===== src/rtl/seg7_pkg.sv =====
`default_nettype none
// ============================================================================
// Module      : seg7_pkg
// Description : Shared constants for the multiplexed 7-segment display path.
//               Provides segment bit positions within the 8-bit cathode word
//               ({dp,g,f,e,d,c,b,a}), the sixteen hex glyphs (active-high),
//               and a helper mapping a nibble to its glyph.
// Revision    : 1.0 - initial release
// ============================================================================
package seg7_pkg;

    // Bit positions inside the 8-bit segment word {dp,g,f,e,d,c,b,a}.
    localparam int c_seg_a  = 0;
    localparam int c_seg_g  = 6;
    localparam int c_seg_dp = 7;

    // Active-high glyphs, bit 0 = segment a ... bit 6 = segment g.
    localparam logic [6:0] c_glyph_0 = 7'h3F;
    localparam logic [6:0] c_glyph_1 = 7'h06;
    localparam logic [6:0] c_glyph_2 = 7'h5B;
    localparam logic [6:0] c_glyph_3 = 7'h4F;
    localparam logic [6:0] c_glyph_4 = 7'h66;
    localparam logic [6:0] c_glyph_5 = 7'h6D;
    localparam logic [6:0] c_glyph_6 = 7'h7D;
    localparam logic [6:0] c_glyph_7 = 7'h07;
    localparam logic [6:0] c_glyph_8 = 7'h7F;
    localparam logic [6:0] c_glyph_9 = 7'h67;
    localparam logic [6:0] c_glyph_a = 7'h77;
    localparam logic [6:0] c_glyph_b = 7'h7C;
    localparam logic [6:0] c_glyph_c = 7'h39;
    localparam logic [6:0] c_glyph_d = 7'h5E;
    localparam logic [6:0] c_glyph_e = 7'h79;
    localparam logic [6:0] c_glyph_f = 7'h71;

    // Hex nibble to active-high a..g segment pattern.
    function automatic logic [6:0] hex_to_seg(input logic [3:0] nibble);
        logic [6:0] seg;
        case (nibble)
            4'h0:    seg = c_glyph_0;
            4'h1:    seg = c_glyph_1;
            4'h2:    seg = c_glyph_2;
            4'h3:    seg = c_glyph_3;
            4'h4:    seg = c_glyph_4;
            4'h5:    seg = c_glyph_5;
            4'h6:    seg = c_glyph_6;
            4'h7:    seg = c_glyph_7;
            4'h8:    seg = c_glyph_8;
            4'h9:    seg = c_glyph_9;
            4'hA:    seg = c_glyph_a;
            4'hB:    seg = c_glyph_b;
            4'hC:    seg = c_glyph_c;
            4'hD:    seg = c_glyph_d;
            4'hE:    seg = c_glyph_e;
            default: seg = c_glyph_f;
        endcase
        return seg;
    endfunction

endpackage
`default_nettype wire


===== src/rtl/seg7_decode.sv =====
`default_nettype none
// ============================================================================
// Module      : seg7_decode
// Description : Combinational digit decoder. Converts one hex nibble plus a
//               blank request and a decimal-point bit into an active-high
//               8-bit segment word {dp,g,f,e,d,c,b,a}. A blanked digit turns
//               a..g off but still shows its decimal point.
// Ports       : i_nibble [3:0] hex value to show
//               i_blank        1 = force segments a..g off
//               i_dp           1 = decimal point lit
//               o_seg    [7:0] active-high segment word
// Revision    : 1.0 - initial release
// ============================================================================
module seg7_decode
    import seg7_pkg::*;
(
    input  logic [3:0] i_nibble,
    input  logic       i_blank,
    input  logic       i_dp,
    output logic [7:0] o_seg
);

    always_comb begin
        o_seg = '0;
        if (!i_blank) begin
            o_seg[c_seg_g:c_seg_a] = hex_to_seg(i_nibble);
        end
        o_seg[c_seg_dp] = i_dp;
    end

endmodule
`default_nettype wire


===== src/rtl/seg7_scan_driver.sv =====
`default_nettype none
// ============================================================================
// Module      : seg7_scan_driver
// Description : Multiplexed 7-segment driver for NUM_DIGITS hex digits with
//               per-digit decimal points, optional leading-zero blanking,
//               8-step PWM brightness and a double-buffered data load that
//               only reaches the display at frame boundaries.
//
//               Timing: a prescaler ticks every DIV_COUNT clocks, a 3-bit
//               phase counter advances on each tick, and the digit index
//               advances when the phase wraps. One digit slot is therefore
//               8*DIV_COUNT clocks and a frame NUM_DIGITS slots.
//
// Ports       : clk         system clock
//               reset       synchronous active-high reset
//               data        hex nibbles, nibble i = digit i (0 rightmost)
//               dp          decimal point per digit, 1 = lit
//               load        capture data/dp into the pending buffer
//               blank_lz    1 = blank leading zero digits
//               brightness  duty level, on-time = (brightness+1)/8 of a slot
//               enable      0 = all anodes inactive
//               anode       digit select, polarity set by AN_ACTIVE_LOW
//               catode      {dp,g,f,e,d,c,b,a}, polarity set by CAT_ACTIVE_LOW
//               frame_tick  one-cycle pulse after each frame boundary
// Revision    : 1.0 - initial release
// ============================================================================
module seg7_scan_driver
    import seg7_pkg::*;
#(
    parameter int NUM_DIGITS     = 4,
    parameter int DIV_COUNT      = 50000,
    parameter bit AN_ACTIVE_LOW  = 1'b1,
    parameter bit CAT_ACTIVE_LOW = 1'b1
) (
    input  logic                    clk,
    input  logic                    reset,
    input  logic [4*NUM_DIGITS-1:0] data,
    input  logic [NUM_DIGITS-1:0]   dp,
    input  logic                    load,
    input  logic                    blank_lz,
    input  logic [2:0]              brightness,
    input  logic                    enable,
    output logic [NUM_DIGITS-1:0]   anode,
    output logic [7:0]              catode,
    output logic                    frame_tick
);

    localparam int c_cnt_w = (DIV_COUNT > 1) ? $clog2(DIV_COUNT) : 1;
    localparam int c_idx_w = (NUM_DIGITS > 1) ? $clog2(NUM_DIGITS) : 1;

    localparam logic [c_cnt_w-1:0]    c_cnt_last = c_cnt_w'(DIV_COUNT - 1);
    localparam logic [c_idx_w-1:0]    c_idx_last = c_idx_w'(NUM_DIGITS - 1);
    localparam logic [2:0]            c_phase_last = 3'd7;

    // "Off" levels for the pins; XOR with these converts an active-high
    // pattern into pin polarity.
    localparam logic [NUM_DIGITS-1:0] c_an_off  = {NUM_DIGITS{AN_ACTIVE_LOW}};
    localparam logic [7:0]            c_cat_off = {8{CAT_ACTIVE_LOW}};

    // ------------------------------------------------------------------
    // Timing counters
    // ------------------------------------------------------------------
    logic [c_cnt_w-1:0] r_cnt;
    logic [2:0]         r_phase;
    logic [c_idx_w-1:0] r_idx;

    logic w_tick;
    logic w_slot_end;
    logic w_boundary;

    assign w_tick     = (r_cnt == c_cnt_last);
    assign w_slot_end = w_tick && (r_phase == c_phase_last);
    // The cycle on which the index wraps back to digit 0.
    assign w_boundary = w_slot_end && (r_idx == c_idx_last);

    always_ff @(posedge clk) begin
        if (reset) begin
            r_cnt   <= '0;
            r_phase <= '0;
            r_idx   <= '0;
        end else begin
            if (w_tick) begin
                r_cnt   <= '0;
                r_phase <= r_phase + 3'd1;
            end else begin
                r_cnt <= r_cnt + 1'b1;
            end

            if (w_slot_end) begin
                if (r_idx == c_idx_last) begin
                    r_idx <= '0;
                end else begin
                    r_idx <= r_idx + 1'b1;
                end
            end
        end
    end

    // ------------------------------------------------------------------
    // Double buffer: load writes the pending copy; the shadow copy (the
    // only one the display reads) changes only on a frame boundary. A load
    // landing exactly on the boundary goes straight to the shadow so it is
    // not delayed by a whole frame.
    // ------------------------------------------------------------------
    logic [4*NUM_DIGITS-1:0] r_pend_data;
    logic [NUM_DIGITS-1:0]   r_pend_dp;
    logic                    r_pend_flag;
    logic [4*NUM_DIGITS-1:0] r_shad_data;
    logic [NUM_DIGITS-1:0]   r_shad_dp;

    always_ff @(posedge clk) begin
        if (reset) begin
            r_pend_data <= '0;
            r_pend_dp   <= '0;
            r_pend_flag <= 1'b0;
            r_shad_data <= '0;
            r_shad_dp   <= '0;
        end else if (w_boundary) begin
            if (load) begin
                r_shad_data <= data;
                r_shad_dp   <= dp;
            end else if (r_pend_flag) begin
                r_shad_data <= r_pend_data;
                r_shad_dp   <= r_pend_dp;
            end
            r_pend_flag <= 1'b0;
        end else if (load) begin
            r_pend_data <= data;
            r_pend_dp   <= dp;
            r_pend_flag <= 1'b1;
        end
    end

    // ------------------------------------------------------------------
    // Leading-zero blanking: digit i (i >= 1) blanks when every nibble
    // from the top digit down to i is zero. Digit 0 always shows.
    // ------------------------------------------------------------------
    logic [NUM_DIGITS-1:0] w_blank;

    for (genvar gi = 0; gi < NUM_DIGITS; gi++) begin : g_blank
        if (gi == 0) begin : g_units
            assign w_blank[gi] = 1'b0;
        end else begin : g_upper
            assign w_blank[gi] = blank_lz &&
                                 (r_shad_data[4*NUM_DIGITS-1:4*gi] == '0);
        end
    end

    // ------------------------------------------------------------------
    // Current digit selection
    // ------------------------------------------------------------------
    logic [3:0]            w_nibble;
    logic                  w_dig_blank;
    logic                  w_dig_dp;
    logic [NUM_DIGITS-1:0] w_an_onehot;

    always_comb begin
        w_nibble    = '0;
        w_dig_blank = 1'b0;
        w_dig_dp    = 1'b0;
        w_an_onehot = '0;
        for (int i = 0; i < NUM_DIGITS; i++) begin
            if (r_idx == c_idx_w'(i)) begin
                w_nibble       = r_shad_data[4*i +: 4];
                w_dig_blank    = w_blank[i];
                w_dig_dp       = r_shad_dp[i];
                w_an_onehot[i] = 1'b1;
            end
        end
    end

    logic [7:0] w_seg;

    seg7_decode u_decode (
        .i_nibble (w_nibble),
        .i_blank  (w_dig_blank),
        .i_dp     (w_dig_dp),
        .o_seg    (w_seg)
    );

    // PWM: the digit is lit for phases 0..brightness of its slot.
    logic w_on;
    assign w_on = enable && (r_phase <= brightness);

    // ------------------------------------------------------------------
    // Output registers: anode and cathode come from the same state, so
    // they always change together one cycle after the counters.
    // ------------------------------------------------------------------
    logic [NUM_DIGITS-1:0] r_anode;
    logic [7:0]            r_catode;
    logic                  r_frame_tick;

    always_ff @(posedge clk) begin
        if (reset) begin
            r_anode      <= c_an_off;
            r_catode     <= c_cat_off;
            r_frame_tick <= 1'b0;
        end else begin
            r_anode      <= w_on   ? (w_an_onehot ^ c_an_off) : c_an_off;
            r_catode     <= enable ? (w_seg ^ c_cat_off)      : c_cat_off;
            r_frame_tick <= w_boundary;
        end
    end

    assign anode      = r_anode;
    assign catode     = r_catode;
    assign frame_tick = r_frame_tick;

endmodule
`default_nettype wire


===== config.mk =====
export PLATFORM = sky130hd
export DESIGN_NAME = seg7_scan_driver
export DESIGN_NICKNAME = d
export VERILOG_FILES = /design/src/rtl/seg7_pkg.sv /design/src/rtl/seg7_decode.sv /design/src/rtl/seg7_scan_driver.sv
export SDC_FILE = /design/constraint.sdc
export NUM_CORES = 1
export LEC_CHECK = 0
export CAP_MARGIN = 25
export CORE_MARGIN = 4
export CORE_UTILIZATION = 51
export DETAILED_ROUTE_END_ITERATION = 10
export GPL_ROUTABILITY_DRIVEN = 0
export HOLD_SLACK_MARGIN = 0.05
export PLACE_DENSITY_LB_ADDON = 0.1
export RECOVER_POWER = 25
export SLEW_MARGIN = 20
export SYNTH_ARGS = -nofsm -noshare
export SYNTH_HDL_FRONTEND = slang
export SYNTH_HIERARCHICAL = 1
export SYNTH_SLANG_ARGS = --single-unit

===== constraint.sdc =====
create_clock -name clk -period 2.2 [get_ports clk]
set_input_delay 0.66 -clock clk [delete_from_list [all_inputs] [get_ports clk]]
set_output_delay 0.66 -clock clk [all_outputs]
set_load 0.03 [all_outputs]

Word-level counts from Yosys, hierarchy flattened
Memory sizes are Yosys's and may differ from the RTL's.
Cells that the tools add are included.
- flip-flop bits (word level): 75
- input bits: 28
- output and inout bits: 13
- memories: 1
- ROM bits: 112
- word-level logic and storage cells: 64
- order comparisons: 1
- reductions and logical operators: 17
- bitwise operators: 5
- multiplexer cells: 21
- $add $sub $neg: 3
- equal/unequal tests: 5
- memories (name ; words ; width ; read ports ; clocked after Yosys merged registers in ; write ports ; RTL line ; RTL):
    (no name shown) ; 16 ; 7 ; 1 ; 0 ; 0 ; seg7_pkg.sv:38 ; case (nibble)
- operators by type and width (kind ; number):
    $mux W16 ; 2
    $mux W4 ; 6
    $add A16 B1 Y16 const B ; 1
    $eq A16 B16 Y1 const B ; 1
    $logic_not A12 Y1 ; 1
    $mux W1 ; 11
    $logic_not A8 Y1 ; 1
    $not A8 Y8 ; 1
    $reduce_or A2 Y1 ; 4
    $mux W7 ; 1
    $logic_and A1 B1 Y1 ; 6
    $eq A2 B2 Y1 const B ; 2
    $logic_not A4 Y1 ; 1
    $not A4 Y4 ; 1
    $reduce_and A2 Y1 ; 2
    $add A3 B1 Y3 const B ; 1
    $eq A3 B3 Y1 const B ; 1
    $le A3 B3 Y1 ; 1
    $not A1 Y1 ; 3
    $add A2 B1 Y2 const B ; 1
    $eq A2 B1 Y1 const B ; 1
    $logic_not A2 Y1 ; 1
    $mux W2 ; 1
    $reduce_bool A2 Y1 ; 1

Depth between registers and ports, before layout
An unclocked memory read counts as a cell.
- depth in word-level cells: 8
- gate-level depth with buffers: 13
- mapped depth without buffers: 12

Modules after synthesis
Netlist, hierarchy kept.
- modules (own cells, without submodules) (module ; area each (um^2) ; cells an instance ; instances ; seq. area each (um^2)):
    seg7_scan_driver ; 3664.8 ; 426 ; 1 ; 1501.4
    seg7_decode ; 265.3 ; 37 ; 1 ; 0.0

Least setup slack after synthesis
No wires, ideal clock.
- path type: register -> register
- start: register r_idx[1]
- end: register r_catode[3] (netlist: catode[3])
- slack: -0.226 ns
- stages on the path, launching flop included: 14
- data arrival time: 2.300 ns
- required time: 2.074 ns
- clock period less this slack: 2.426 ns
- library setup time: 0.126 ns
- path buffers: 1
- path through: dfxtp_1 -> inv_1 -> ha_1 -> clkbuf_1 -> nand3b_1 -> a21oi_1 -> a21oi_1 -> o21ai_0 -> inv_1 -> ha_1 -> inv_1 -> a211oi_1 -> a211oi_1 -> nand2_1
- word-level cells in the longest chain between the ends: 8
- elaborated cells on any way between the ends: 14
- classes of those cells: eq/ne (3); mux (8); bitwise (1); reduce/logical (1); memory (1)
- RTL lines (what ; RTL line ; RTL):
    from (decl) ; seg7_scan_driver.sv:65 ; logic [c_idx_w-1:0] r_idx;
    from (signal assigned) ; seg7_scan_driver.sv:93 ; r_idx <= r_idx + 1'b1;
    $logic_not A2 Y1 ; seg7_scan_driver.sv:163 ; if (r_idx == c_idx_w'(i)) begin
    $mux W4 (3 in a row) ; seg7_scan_driver.sv:163 ;
    $mux W4 * ; seg7_scan_driver.sv:163 ;
    via w_nibble[0] ; seg7_scan_driver.sv:152 ; logic [3:0] w_nibble;
    $mem_v2 Z16 W7 * ; n/a ;
    $mux W7 * ; seg7_decode.sv:25 ; if (!i_blank) begin
    via w_seg[3] ; seg7_scan_driver.sv:172 ; logic [7:0] w_seg;
    $not A8 Y8 (no source line) * ; n/a ;
    to (signal assigned) ; seg7_scan_driver.sv:196 ; r_catode <= c_cat_off;
    to (signal assigned) ; seg7_scan_driver.sv:200 ; r_catode <= enable ? (w_seg ^ c_cat_off) : c_cat_off;
    to (decl) ; seg7_scan_driver.sv:190 ; logic [7:0] r_catode;
The timed path passes the listed nets; every way through them passes the cells marked *.
A chain may end at the register's enable or synchronous reset.

Final worst setup path
- start: register r_idx[1]
- end: register r_catode[2] (netlist: catode[2])
Same word-level chain as after synthesis.

==> results.md <==
* Portion of total power attributed to sequential cells at 50.7%
* Clock sinks at 75
* Sequential fraction of the synthesis area at 38.2%
* Max rail drop VDD at 0.000297 V
* H-tree Lvls at 3
* Reg-to-reg endpoint: catode[2]$_SDFF_PP1_
* Count of cell types in the netlist at 44
* Reg-to-Reg Start: r_idx[1]$_SDFFE_PP0P_
* Buffer levels on the longest clock path at 2
* Syn Nets at 506
* Pre-CTS WS at -0.0429 ns
* Design Area, Final at 4880 µm²
* Final TNS setup at 0 ns
* Cell taking the most area after synthesis: dfxtp_1
* Mapped Cells at 463
* Outcome: finished, final reports clean
* Vias per Instance at 5.87
* N_diodes at 0
* Nets at 553
* Die H at 95.8 µm
* Fill cells at 611
* Crit share post-route at 95.5%
* Commonest cells in the netlist: dfxtp_1 (75), nand2_1 (51), nand3_1 (31)
* Total grt overflow at 0
* Yosys Warn Count at 6
* Crit Path Class: reg -> reg
* Worst Tran Pin Value at 0.484 ns
* Post-DP Area at 4540 µm²
* I/O pin cnt at 41
* Share of cells above drive strength 1 at 17.1%
* Via Count at 3605
* Leak Pwr at 1.71 nW
* Synth Cell Area at 3930 µm²
* GR Util All Layers at 21.5%
* Worst Path Max Fanout at 7
* #FFs+latches synth at 75
* Worst setup path end: catode[2]$_SDFF_PP1_
* Psw at 0.000664 W
* Initial core utilization at 53.3%
* Area of the core at 7370 µm²
* Drt pass-1 iters at 5
* Hold-fix buffers at CTS at 0
* Hold WC Path Type: reg -> reg
* Cells on worst reg2reg path at 11
* Max Slew Vio Count at 0
* Routed wire length at 9.50 mm
* Number of global-route vias before repair at 3318
* Post-DP HPWL at 6.43 mm
* EDFF count, synth at 0
* P&R area growth vs syn at 24.2%
* Wire per inst at 15.5 µm
* Initial antenna violation count at 0
* Largest net degree at the start of global routing at 68
* DRC Markers at 0
* Area occupied by multi-input gates at 2270 µm²
* Period minus WS final at 2.10 ns
* Max-slew headroom at 67.6%
* Worst skew pair latency at 0.35 ns
* First-pass GRT wire length at 15.5 mm
* Post-synth top area share at 38.2%
* FP Rows at 31
* Layout Skew at 0.0112 ns
* Top cells by area, synth: dfxtp_1 (38%), nand2_1 (4.9%), ha_1 (4.8%), o311ai_0 (4.5%), nand4_1 (4.3%)
* Worst path required time at 2.43 ns
* Setup crit start: r_idx[1]$_SDFFE_PP0P_
* CP startpoint kind: flop
* Switching share of total power at 23.6%
* CTS tree: built
* Fin. Hold Viols at 0
* Syn_area_per_cell at 8.49 µm²
* Arrival time worst endpoint at 2.33 ns
* CP Capture Type: flop
* Clk root buf: clkbuf_8
* R2R Setup Slk at 0.1 ns
* Routed Antenna Nets at 0
* CTS Buf Count at 9
* # port buffers at 40
* Gate power share at 9.2%
* Register area at 1500 µm²
* Max-cap violations at 0
* Die X at 95.8 µm
* Main flop type after synthesis: dfxtp_1
* Initial drt markers at 225
* Fmax at 476 MHz
* Die Area at 9170 µm²
* Clk pwr share at 40.1%
* Power density over the cells at 576 nW/µm²
* Final WS setup at 0.0988 ns
* Setup violations, final at 0
* Ys async rst share at 0%
* Clock slew at reported path FFs at 0.08 ns
* Top-count cell post-synth: dfxtp_1
* Internal power at 0.00215 W
-- flip-flops by register name (all words and copies together), names as in the netlist --
register and cells:
r_cnt 16, r_pend_data 16, r_shad_data 16, catode 8, anode 4, r_pend_dp 4
r_shad_dp 4, r_phase 3, r_idx 2, frame_tick 1, r_pend_flag 1
-- through the flow --
stage	instances	hold WS [ns]	util (%)	total power, W
global route	614	0.503	66.2	0.00292
floorplan	463	0.441	-	0.00160
detailed placement	593	0.475	61.6	0.00172
global placement	593	0.467	61.6	0.00171
finish	614	0.490	66.2	0.00281
CTS	613	0.487	65.0	0.00283
-- cell families (layout without fill, tap and decap cells) --
family / after synthesis / in the layout / synth area share (%)
muxes: 2 / 2 / 0.509
and+or+nand+nor: 189 / 189 / 25.0
AOI/OAI and AO/OA: 114 / 114 / 21.6
buffers and inverters: 53 / 105 / 6.56
DFF: 75 / 75 / 38.2
xor gates and xnor gates: 15 / 15 / 3.34
adders and majority gates: 15 / 15 / 4.78
-- final cells by class --
| cell class | count | area share [%] |
|---|---|---|
| Clock buffer | 13 | 3.46 |
| Clock inverter | 3 | 0.923 |
| Inverter | 12 | 0.974 |
| Multi-Input combinational cell | 335 | 46.5 |
| Sequential cell | 75 | 30.8 |
| Tap cell | 99 | 2.54 |
| Timing Repair Buffer | 77 | 14.8 |
-- cell usage in the layout, fill, tap and decap left out, drive strengths merged, types with 3 or more instances in the layout --
| master | instances |
|---|---|
| nor4 | 8 |
| nand2b | 21 |
| nor3 | 9 |
| a21o | 21 |
| nor2b | 3 |
| a211oi | 5 |
| clkbuf | 14 |
| nand3 | 31 |
| clkdlybuf4s50 | 39 |
| o21ai | 6 |
| nand4 | 27 |
| inv | 12 |
| xnor2 | 13 |
| nor2 | 26 |
| o311ai | 20 |
| nand3b | 5 |
| nand2 | 51 |
| ha | 15 |
| dfxtp | 75 |
| a311oi | 20 |
| buf | 36 |
| a21oi | 34 |
-- repair_timing --
action                                  4_1_cts  5_1_grt
resized for setup                             2       22
endpoints found under the setup margin        2       10
gates cloned                                  1        0
pin swaps                                     0        4
buffers inserted                              3        1
-- routing by layer --
| metal | share of wire (%) | global-route usage [%] | vias up | wire length [µm] |
|---|---|---|---|---|
| met5 | 0 | 0 | - | 0 |
| li1 | - | - | 1797 | - |
| met3 | 5.0 | 3.36 | 17 | 477 |
| met4 | 1.8 | 8.53 | 0 | 171 |
| met2 | 47 | 35.2 | 88 | 4450 |
| met1 | 46 | 28.2 | 1703 | 4390 |
-- how the worst min path moves through the flow --
stage,startpoint,end,cells after the start
after floorplan,r_cnt[0]$_SDFF_PP0_,r_cnt[0]$_SDFF_PP0_,1
after global placement,r_phase[2]$_SDFFE_PP0P_,r_phase[2]$_SDFFE_PP0P_,2
after detailed placement,r_phase[2]$_SDFFE_PP0P_,r_phase[2]$_SDFFE_PP0P_,2
after CTS,r_phase[2]$_SDFFE_PP0P_,r_phase[2]$_SDFFE_PP0P_,2
after global routing,r_phase[2]$_SDFFE_PP0P_,r_phase[2]$_SDFFE_PP0P_,2
final,r_phase[2]$_SDFFE_PP0P_,r_phase[2]$_SDFFE_PP0P_,2
-- power by group through the flow --
stage	registers (W)	logic [W]	clock network (W)
finish	0.00143	0.000259	0.00113
global placement	0.00145	0.000252	0
CTS	0.00142	0.000259	0.00115
global route	0.00143	0.000285	0.00120
detailed placement	0.00146	0.000259	0
floorplan	0.00147	0.000130	0
-- worst max-delay path: stages, from the launching register on --
cell and delay, ns:
dfxtp_2 0.35, inv_4 0.05, ha_4 0.18, nand3b_1 0.18, a21oi_2 0.15, a21oi_1 0.06
o21ai_2 0.14, buf_4 0.15, ha_2 0.20, and2b_2 0.23, a221oi_2 0.21, nand2_1 0.07
No activity file was read; power rests on OpenSTA's default activity.
==> patch: new RTL, same settings <==
Change the parameter `DIV_COUNT` from 50000 to 200000.
--- a/src/rtl/seg7_scan_driver.sv
+++ b/src/rtl/seg7_scan_driver.sv
@@ -29,5 +29,5 @@
 #(
     parameter int NUM_DIGITS     = 4,
-    parameter int DIV_COUNT      = 50000,
+    parameter int DIV_COUNT      = 200000,
     parameter bit AN_ACTIVE_LOW  = 1'b1,
     parameter bit CAT_ACTIVE_LOW = 1'b1
Check against the original RTL: same outputs for any inputs over 10 cycles, from zero or initial values and one cycle with reset high; that may be too few to reach the edited logic, so the function may still have changed.
==> patch against the unedited design <==
Power rose by 0.44%. Core utilization shrank 1.7 points. Critical path depth rose by 1. First-iteration DRC count fell by 36%. Routed wire length down 14%. Area after synthesis down 4.0%. Final cell count fell by 4.9%. Synthesized cell count decreased by 6.3%. Setup slack gained 0.020 ns. Cell area decreased by 4.7%. Sequential cell count increased by 2. Combinational power shrank 14%. Critical path type unchanged. Highest routed layer unchanged.
==> patch: results <==
final_layout:
  final.fill_count: 631
  drive_above_1_share_pct: 14.0
  fin_nets: 523
place:
  post_dp_cell_area_sq_um: 4330
  half_perimeter_wire_length_after_placement_mm: 5.70
  placed_cells: 564
yosys:
  post_synth_fa_ha_maj_area_fraction_pct: 4.98
  yosys-mux-area-fraction_pct: 11.1
  synth.yosys.seq_area_share_pct: 40.9
  fraction_of_synthesized_cell_area_in_xor_and_xnor_cells_pct: 2.32
  synth_compound_gate_area_share_pct: 15.6
  post_synth_num_cell_types: 47
  net_count_of_the_mapped_netlist: 477
  synth_top_cells_by_area: "dfxtp_1 (41%), mux2i_1 (11%), nand2_1 (6.9%), ha_1 (5.0%), a211oi_1 (4.8%)"
  synth.avg_cell_area_sq_um: 8.69
  top_cell_types_by_occurrence_after_synthesis: "dfxtp_1 (77), nand2_1 (69), mux2i_1 (42), a211oi_1 (24), a21oi_1 (23)"
global_route:
  grt_use_total_pct: 19.7
  use_met3_pct: 4.41
  grt_start_max_net_pins: 32
  first_pass_grt_wire_length_mm: 14.0
  grt_pass1_vias: 2989
timing:
  fmaxAchievable_mhz: 480
  maxSlewHeadroom_pct: 44.7
  finalHoldWorstSlack_ns: 0.457
  skew_ns: 0.0121
pwr:
  power.combinational.fraction_pct: 7.9
  worst_ir_drop_vdd_mv: 0.503
  power.share.sequential_pct: 51.1
critical_path:
  critical_path.endpoint: "catode[3]"
  path_max_fanout: 8
  r2r_slack_ns: 0.12
  rr_worst_depth: 12
routing:
  wl_met2_mm: 3.65
  firstDrtPassIters: 4
  drt_iter0_markers: 144
  routed_wirelength_mm: 8.15
  wire_length_the_detailed_router_placed_on_met1_mm: 4.04
  routed-via-count: 3204
worst_hold_path:
  hp-start: "r_pend_data[13]"
  hold_endpoint: "r_pend_data[13]"
run_status:
  outcome: "finished, final reports clean"
[patch: changes by cell type after synthesis, moves of 19 or more]
| cell | unedited run | this run |
|---|---|---|
| mux2i_1 | 2 | 42 |
| a21o_1 | 21 | 1 |
| a31oi_1 | 0 | 20 |
| nand2b_1 | 20 | 0 |
| nand4_1 | 27 | 7 |
| o311ai_0 | 20 | 0 |
| a211oi_1 | 5 | 24 |
[patch: timing repair]
item | in CTS | in global routing
gates resized for setup | 1 | 19
endpoints found under the setup margin | 3 | 27
setup buffers | 0 | 4
pin swaps | 0 | 4
[patch: layout make-up]
class / count / area [sq um] / share of cell area, %
clock buffer: 9 / 124 / 2.66
tap: 99 / 124 / 2.66
clock inverter: 7 / 90.1 / 1.94
sequential: 77 / 1550 / 33.2
timing repair buffer: 68 / 628 / 13.5
multi-input combinational: 310 / 2090 / 44.9
inverter: 14 / 52.6 / 1.13
